===== src/rtl/axicb_mst_wr_router.sv =====
// Per-master write router: fans AW out to the decoded slave, remembers the target in an
// in-order FIFO and steers each following W burst to it, sinking bursts with an illegal target.
module axicb_mst_wr_router #(
    parameter int unsigned       SLV_NB          = 4,
    parameter logic [SLV_NB-1:0] MST_ROUTES      = 4'b1111,
    parameter int unsigned       MST_OSTDREQ_NUM = 4,
    parameter int unsigned       AWCH_W          = 8,
    parameter int unsigned       WCH_W           = 8
) (
    input  logic                                     aclk,
    input  logic                                     srst,
    input  logic                                     s_awvalid,
    output logic                                     s_awready,
    input  logic [AWCH_W-1:0]                        s_awch,
    input  logic [SLV_NB-1:0]                        s_awslv,
    input  logic                                     s_wvalid,
    output logic                                     s_wready,
    input  logic                                     s_wlast,
    input  logic [WCH_W-1:0]                         s_wch,
    output logic [SLV_NB-1:0]                        m_awvalid,
    input  logic [SLV_NB-1:0]                        m_awready,
    output logic [AWCH_W-1:0]                        m_awch,
    output logic [SLV_NB-1:0]                        m_wvalid,
    input  logic [SLV_NB-1:0]                        m_wready,
    output logic                                     m_wlast,
    output logic [WCH_W-1:0]                         m_wch,
    output logic                                     decerr,
    output logic [$clog2(MST_OSTDREQ_NUM+1)-1:0]     ostd_cnt
);

    localparam int unsigned DEPTH = MST_OSTDREQ_NUM;
    localparam int unsigned CNT_W = $clog2(DEPTH + 1);
    localparam int unsigned PTR_W = (DEPTH > 1) ? $clog2(DEPTH) : 1;

    logic [CNT_W-1:0]  cnt_q, cnt_d;
    logic [PTR_W-1:0]  wptr_q, wptr_d;
    logic [PTR_W-1:0]  rptr_q, rptr_d;
    logic [SLV_NB-1:0] fifo_q [DEPTH];
    logic [SLV_NB-1:0] fifo_d [DEPTH];

    logic [SLV_NB-1:0] tgt;
    logic [SLV_NB-1:0] entry;
    logic [SLV_NB-1:0] head;
    logic              aw_legal;
    logic              full;
    logic              empty;
    logic              push;
    logic              pop;

    // Payloads are broadcast; only the valids are steered.
    assign m_awch   = s_awch;
    assign m_wch    = s_wch;
    assign m_wlast  = s_wlast;
    assign ostd_cnt = cnt_q;

    // AW side: legalise the decoded target and hand-shake with the selected slave.
    always_comb begin
        tgt       = s_awslv & MST_ROUTES;
        aw_legal  = (tgt != '0) && ((tgt & (tgt - SLV_NB'(1))) == '0);
        full      = (cnt_q == CNT_W'(DEPTH));
        empty     = (cnt_q == '0);
        entry     = aw_legal ? tgt : '0;
        m_awvalid = '0;
        s_awready = 1'b0;
        if (!full && !srst) begin
            s_awready = aw_legal ? |(tgt & m_awready) : 1'b1;
            if (s_awvalid && aw_legal) begin
                m_awvalid = tgt;
            end
        end
        push   = s_awvalid && s_awready;
        decerr = push && !aw_legal;
    end

    // W side: the head entry picks the slave; an all-zero entry sinks the burst.
    always_comb begin
        head     = fifo_q[rptr_q];
        m_wvalid = '0;
        s_wready = 1'b0;
        if (!empty && !srst) begin
            s_wready = (head == '0) ? 1'b1 : |(head & m_wready);
            if (s_wvalid) begin
                m_wvalid = head;
            end
        end
        pop = s_wvalid && s_wready && s_wlast;
    end

    // Pointer, occupancy and storage next-state.
    always_comb begin
        wptr_d = wptr_q;
        rptr_d = rptr_q;
        cnt_d  = cnt_q;
        fifo_d = fifo_q;
        if (push) begin
            fifo_d[wptr_q] = entry;
            wptr_d = (wptr_q == PTR_W'(DEPTH - 1)) ? '0 : wptr_q + PTR_W'(1);
        end
        if (pop) begin
            rptr_d = (rptr_q == PTR_W'(DEPTH - 1)) ? '0 : rptr_q + PTR_W'(1);
        end
        case ({push, pop})
            2'b10:   cnt_d = cnt_q + CNT_W'(1);
            2'b01:   cnt_d = cnt_q - CNT_W'(1);
            default: cnt_d = cnt_q;
        endcase
    end

    always_ff @(posedge aclk) begin
        if (srst) begin
            cnt_q  <= '0;
            wptr_q <= '0;
            rptr_q <= '0;
        end else begin
            cnt_q  <= cnt_d;
            wptr_q <= wptr_d;
            rptr_q <= rptr_d;
        end
    end

    // Entries are only read while occupied, so storage needs no reset.
    always_ff @(posedge aclk) begin
        fifo_q <= fifo_d;
    end

endmodule

===== config.mk =====
export PLATFORM = sky130hd
export DESIGN_NAME = axicb_mst_wr_router
export DESIGN_NICKNAME = d
export VERILOG_FILES = /design/src/rtl/axicb_mst_wr_router.sv
export SDC_FILE = /design/constraint.sdc
export NUM_CORES = 1
export LEC_CHECK = 0
export CAP_MARGIN = 20
export CORE_UTILIZATION = 25
export CTS_BUF_LIST = sky130_fd_sc_hd__clkbuf_8
export CTS_CLUSTER_SIZE = 28
export DETAILED_ROUTE_END_ITERATION = 8
export SETUP_SLACK_MARGIN = 0.15
export SLEW_MARGIN = 10
export SYNTH_ARGS = -nofsm -noshare
export SYNTH_HDL_FRONTEND = slang
export SYNTH_SLANG_ARGS = --single-unit

===== constraint.sdc =====
create_clock -name aclk -period 4 [get_ports aclk]
set_input_delay 1 -clock aclk [delete_from_list [all_inputs] [get_ports aclk]]
set_output_delay 1 -clock aclk [all_outputs]
set_load 0.01 [all_outputs]

* After elaboration in Yosys (flattened, before gate mapping) *
Index checks and enable logic that the tools add are counted.

storage, ports and cells
  register bits = 23
  latch bits = 0
  RAM bits = 0
  bits in read-only memories = 0
  input port bits = 33
  output and inout port bits = 31
  logic and storage cells = 63
  memories kept = 0

operators by class
  add/subtract/negate cells = 5
  multiply operators = 0
  divide/modulo/power cells = 0
  $lt $le $gt $ge = 3
  equal/unequal tests = 5
  shift-type cells = 0
  muxes and demuxes = 18
  bitwise operators = 5
  reduce and logical (&&, ||, !) cells = 20

operators with widths
  kind                                                                           count
  4-bit 2-to-1 mux                                                               8
  16-bit bitwise mux                                                             1
  4-bit bitwise AND                                                              3
  1-bit logical AND                                                              9
  4-bit binary-select mux with 2-bit select                                      1
  4-bit demux with 2-bit select                                                  1
  4-bit logical NOT                                                              2
  4-bit OR reduction                                                             2
  2-bit == test (second input constant)                                          3
  3-bit >= comparator (second input constant)                                    2
  2-bit inverter with 3-bit output                                               2
  3-bit one-hot mux with 2 select lines                                          1
  2-bit by 1-bit adder with 2-bit output (second input constant)                 2
  1-bit logical NOT                                                              4
  1-bit 2-to-1 mux                                                               4
  2-bit 2-to-1 mux                                                               2
  4-bit nonzero test                                                             1
  4-bit by 1-bit subtractor with 4-bit output (second input constant)            1
  3-bit by 1-bit adder with 3-bit output (second input constant)                 1
  3-bit == test (second input constant)                                          1
  3-bit logical NOT                                                              1
  3-bit by 1-bit less-than comparator with 1-bit output (second input constant)  1
  3-bit by 1-bit subtractor with 3-bit output (second input constant)            1
  2-bit by 1-bit == test with 1-bit output (second input constant)               1
  2-bit nonzero test                                                             1

* Logic depth before layout (Yosys ltp) *
Gate-level depths: netlist of run 1.

  word-level depth = 12
  gate-level depth with buffers = 12
  mapped depth without buffers = 11

* Least setup slack after synthesis of run 1 *
Ideal clock, no wire load.

  path type = in2reg
  start point = in s_awslv[0]
  end point = reg cnt_q[2] (netlist: ostd_cnt[2])
  library setup time = 70 ps
  arrival time = 3,148 ps
  data required time = 3,930 ps
  slack = 782 ps
  stages = 11
  path buffers = 0
  cell sequence = inv_1 or4_1 a21oi_1 nor2_1 inv_1 ha_1 inv_1 fa_1 xor2_1 or3_1 a21oi_1

on the way
  cells in the longest elaborated chain, start to end = 9
  elaborated cells between the ends (all ways) = 14

ends and longest elaborated chain
  element                                                                      line  text
  from (decl)                                                                  15    input logic [SLV_NB-1:0] s_awslv,
  4-bit by 1-bit subtractor with 4-bit output                                  59    aw_legal = (tgt != '0) && ((tgt & (tgt - SLV_NB'(1))) == '0);
  4-bit bitwise AND                                                            59
  4-bit logical NOT                                                            59
  1-bit logical AND                                                            59
  1-bit 2-to-1 mux *                                                           66    s_awready = aw_legal ? |(tgt & m_awready) : 1'b1;
  1-bit 2-to-1 mux *                                                           65    if (!full && !srst) begin
  1-bit logical AND *                                                          71    push = s_awvalid && s_awready;
  2-bit by 1-bit == test with 1-bit output or 2-bit == test (tied branches)    102   case ({push, pop})
  3-bit one-hot mux with 2 select lines or 2-bit nonzero test (tied branches)  n/a
  to (signal assigned)                                                         115   cnt_q <= cnt_d;
  to (decl)                                                                    35    logic [CNT_W-1:0] cnt_q, cnt_d;

Every way passes the cells marked *; elsewhere a longest branch is shown, timed or not.
A chain may end at the register's enable or synchronous reset.

* Worst setup path in the final report of run 1 *
  start point = in s_awslv[3]
  end point = out m_awvalid[1]

on the way
  cells in the longest elaborated chain, start to end = 7
  elaborated cells between the ends (all ways) = 8

ends and longest elaborated chain
  element                                      line  text
  4-bit by 1-bit subtractor with 4-bit output  59
  4-bit bitwise AND                            59
  4-bit logical NOT                            59
  1-bit logical AND *                          59
  1-bit logical AND *                          67    if (s_awvalid && aw_legal) begin
  4-bit 2-to-1 mux *                           67
  4-bit 2-to-1 mux *                           65
  to (decl)                                    20    output logic [SLV_NB-1:0] m_awvalid,

Marked as above.

==> results of run 1 <==
-- cell usage in the layout, fill, tap and decap left out, types with 2 or more instances in the layout --
cell type / instances
nor2_1: 7
dfxtp_1: 7
edfxtp_1: 16
nor4_2: 2
clkdlybuf4s50_1: 25
o32ai_1: 2
dlygate4sd2_1: 3
nor3_1: 6
mux2i_1: 5
a21oi_1: 2
ha_1: 6
a22oi_1: 2
buf_4: 10
nand2_1: 4
inv_1: 11
mux4_2: 2
o21ai_0: 3
nand2b_1: 3
dlymetal6s2s_1: 3
xor2_1: 3
nor2b_1: 2
clkbuf_8: 3
and2_1: 10
mux4_1: 2
and3_1: 3
-- timing repair --
action                     CTS  global route
pin swaps                    0             1
buffers inserted             0             1
cloned                       0             0
gates resized for setup      5             5
setup endpoints to repair    6             3
-- stage by stage --
step	cells	instance area, µm²	utilization, %
finish	228	1850	33.3
global route	228	1850	33.3
CTS	227	1830	32.8
detailed placement	223	1780	31.9
global placement	223	1780	31.9
floorplan	131	1460	-
-- sequential cells by signal (all words and copies together), names as in the netlist --
name      count
fifo_q       16
ostd_cnt      3
rptr_q        2
wptr_q        2
-- per-layer routing --
layer	wire length [µm]	GRT usage [%]	vias to the layer above
li1	-	-	501
met1	1230	11.4	448
met2	1290	14.4	39
met3	177	2.67	8
met4	44	4.63	0
met5	0	0	-
-- worst paths after layout --
path,slack [ns],endpoint,cells past startpoint
worst max register to register,0.80,ostd_cnt[2],11
worst max-delay path,0.21,m_awvalid[1],8
worst min register to register,0.52,wptr_q[0],2
worst min-delay path,0.52,wptr_q[0],2
-- kinds of logic (layout without fill, tap and decap cells) --
group           Yosys count  after routing
xor+xnor                  3              3
flops                    23             23
mux                      11             11
simple gates             41             41
buf+inv                  31             56
compound gates           15             15
fa+ha+maj                 7              7
-- where the power goes --
part / internal (µW) / switching (µW)
combinational: 53.8 / 45.3
sequential: 265 / 6.95
clock: 69.3 / 70.6
total: 388 / 123
-- layout make-up --
type                       instances  area, µm²
tap                               72       90.1
fill                             570       3720
timing repair buffer              41        389
clock inverter                     1       5.00
sequential                        23        621
inverter                          11       41.3
multi-input combinational         77        667
clock buffer                       3       41.3
-- worst register-to-register path, stage by stage, from the launching register on --
cell and delay [ns]:
dfxtp_1 0.61, mux4_2 0.62, nor4_2 0.31, nor4_2 0.08, nand4b_4 0.21, inv_1 0.10
ha_1 0.19, inv_1 0.06, fa_1 0.37, xor2_1 0.16, or3_1 0.30, a21oi_1 0.13
==> run summary, run 1 <==
min Tclk post-route -> 3.79 ns
worst path cell trace -> clkdlybuf4s50_1 -> buf_4 -> xor2_1 -> o211ai_1 -> buf_4 -> a21oi_2 -> and2_1 -> dlygate4sd2_1
Syn Nets -> 171
area share of the largest cell type after synthesis -> 33.0%
main area contributors after synthesis -> edfxtp_1 33%, dfxtp_1 9.6%, buf_4 8.8%, ha_1 5.2%, and2_1 4.3%
worst-skew pair later-pin latency -> 0.26 ns
global-route wire length before repair -> 4320 µm
Leakage -> 0.000750 µW
Setup CP Type -> primary input to output port
Synth area leader -> edfxtp_1
initial antenna violation count -> 0
simple-gate portion of the synthesized area -> 17.4%
DP Wirelength -> 2090 µm
Die Wd -> 78.4 µm
Required @ worst endpoint -> 3.00 ns
WL/cell -> 12.0 µm
ANT cells -> 0
Max Cap Viol -> 0
unrepaired setup endpoints after global routing -> yes
EDFF count, synth -> 16
Synth Area per Inst -> 11.1 µm²
Setup crit end kind -> output port
IO Pins -> 64
largest family of logic cells by synthesized area -> simple AND/OR/NAND/NOR gates
Async SR Flop Fraction -> 0%
Post-CTS Hold Buffers -> 0
clk_skew -> 0.00720 ns
Synth Instances -> 131
Crit path top cell by count -> buf_4
clock tree buffer depth -> 2
Distinct cells, synth -> 35
CTS H-Tree Depth -> 1
final wirelength -> 2740 µm
Post-Place Worst Slack -> 0.00502 ns
Main synth FF type -> edfxtp_1
total power -> 511 µW
Least-Margin Pin Slew -> 0.458 ns
largest net degree at the start of global routing -> 14
Critical Path Source -> s_awslv[3]
Num CTS Buffers -> 3
Compound-Gate Fraction of Synth Area -> 6.78%
die area -> 6140 µm²
GPL Wtd Cong -> 0.702
area delta synth->final -> 27.2%
via count -> 996
outcome -> completed
Seq/Total Area, Yosys -> 42.6%
CP arrival -> 2.79 ns
PwrDens -> 275 nW/µm²
DRT Pass-1 Iters -> 4
crit-path max FO -> 5
most common cell in the netlist -> buf_4
slowest stage delay, CP -> 0.43 ns
fmax -> 264 MHz
setup_tns -> 0 ns
# setup viols final -> 0
worst r2r src -> rptr_q[0]
total grt overflow -> 0
Buf/Inv on CP -> 4
max_slew headroom -> 69.4%
worst hold start -> wptr_q[0]
core area -> 5570 µm²
mux share of post-synthesis cell area -> 11.9%
Root Driver -> clkbuf_8
Row Count -> 27
share of post-route cells with drive strength above 1 -> 16.0%
Final WS setup -> 0.206 ns
Routed Antenna Nets -> 0
CTS Sinks -> 23
Startpoint Class -> primary input
Crit path max-delay family -> buffers and inverters
vias in the first global route -> 948
Post-Synth Adder-Cell Area -> 6.52%
synth cell count leaders -> 17 x buf_4, 16 x edfxtp_1, 11 x inv_1
vias per cell -> 4.37
drc violations -> 0
Final Max Slew Viols -> 0
Die H -> 78.4 µm
worst min path class -> flop to flop
Synth Warn # -> 0
fin crit share -> 94.8%
maximum VDD drop -> 0.000100 V
synthesized area -> 1460 µm²
TritonCTS clock tree -> yes
Fin. Hold Viols -> 0
DR iter-0 viols -> 26
Initial Utilization -> 26.2%
Net count, final -> 197
area share of xor/xnor cells in the synthesized design -> 1.80%
PortBufs -> 31
number of synthesized register bits -> 23
WHS -> 0.524 ns
Global Route Usage Sum -> 9.18%
Clk pin slew, worst setup/hold paths -> 0.08 ns
slowest cell on the critical path -> clkdlybuf4s50_1
Note: power is estimated with default switching activity, not from simulation.
==> run 2, diff against run 1 <==
ABC_CLOCK_PERIOD_IN_PS = 4000   (was default)
==> results of run 2 <==
No change in the layout: final DEF, timing and power equal those of run 1.
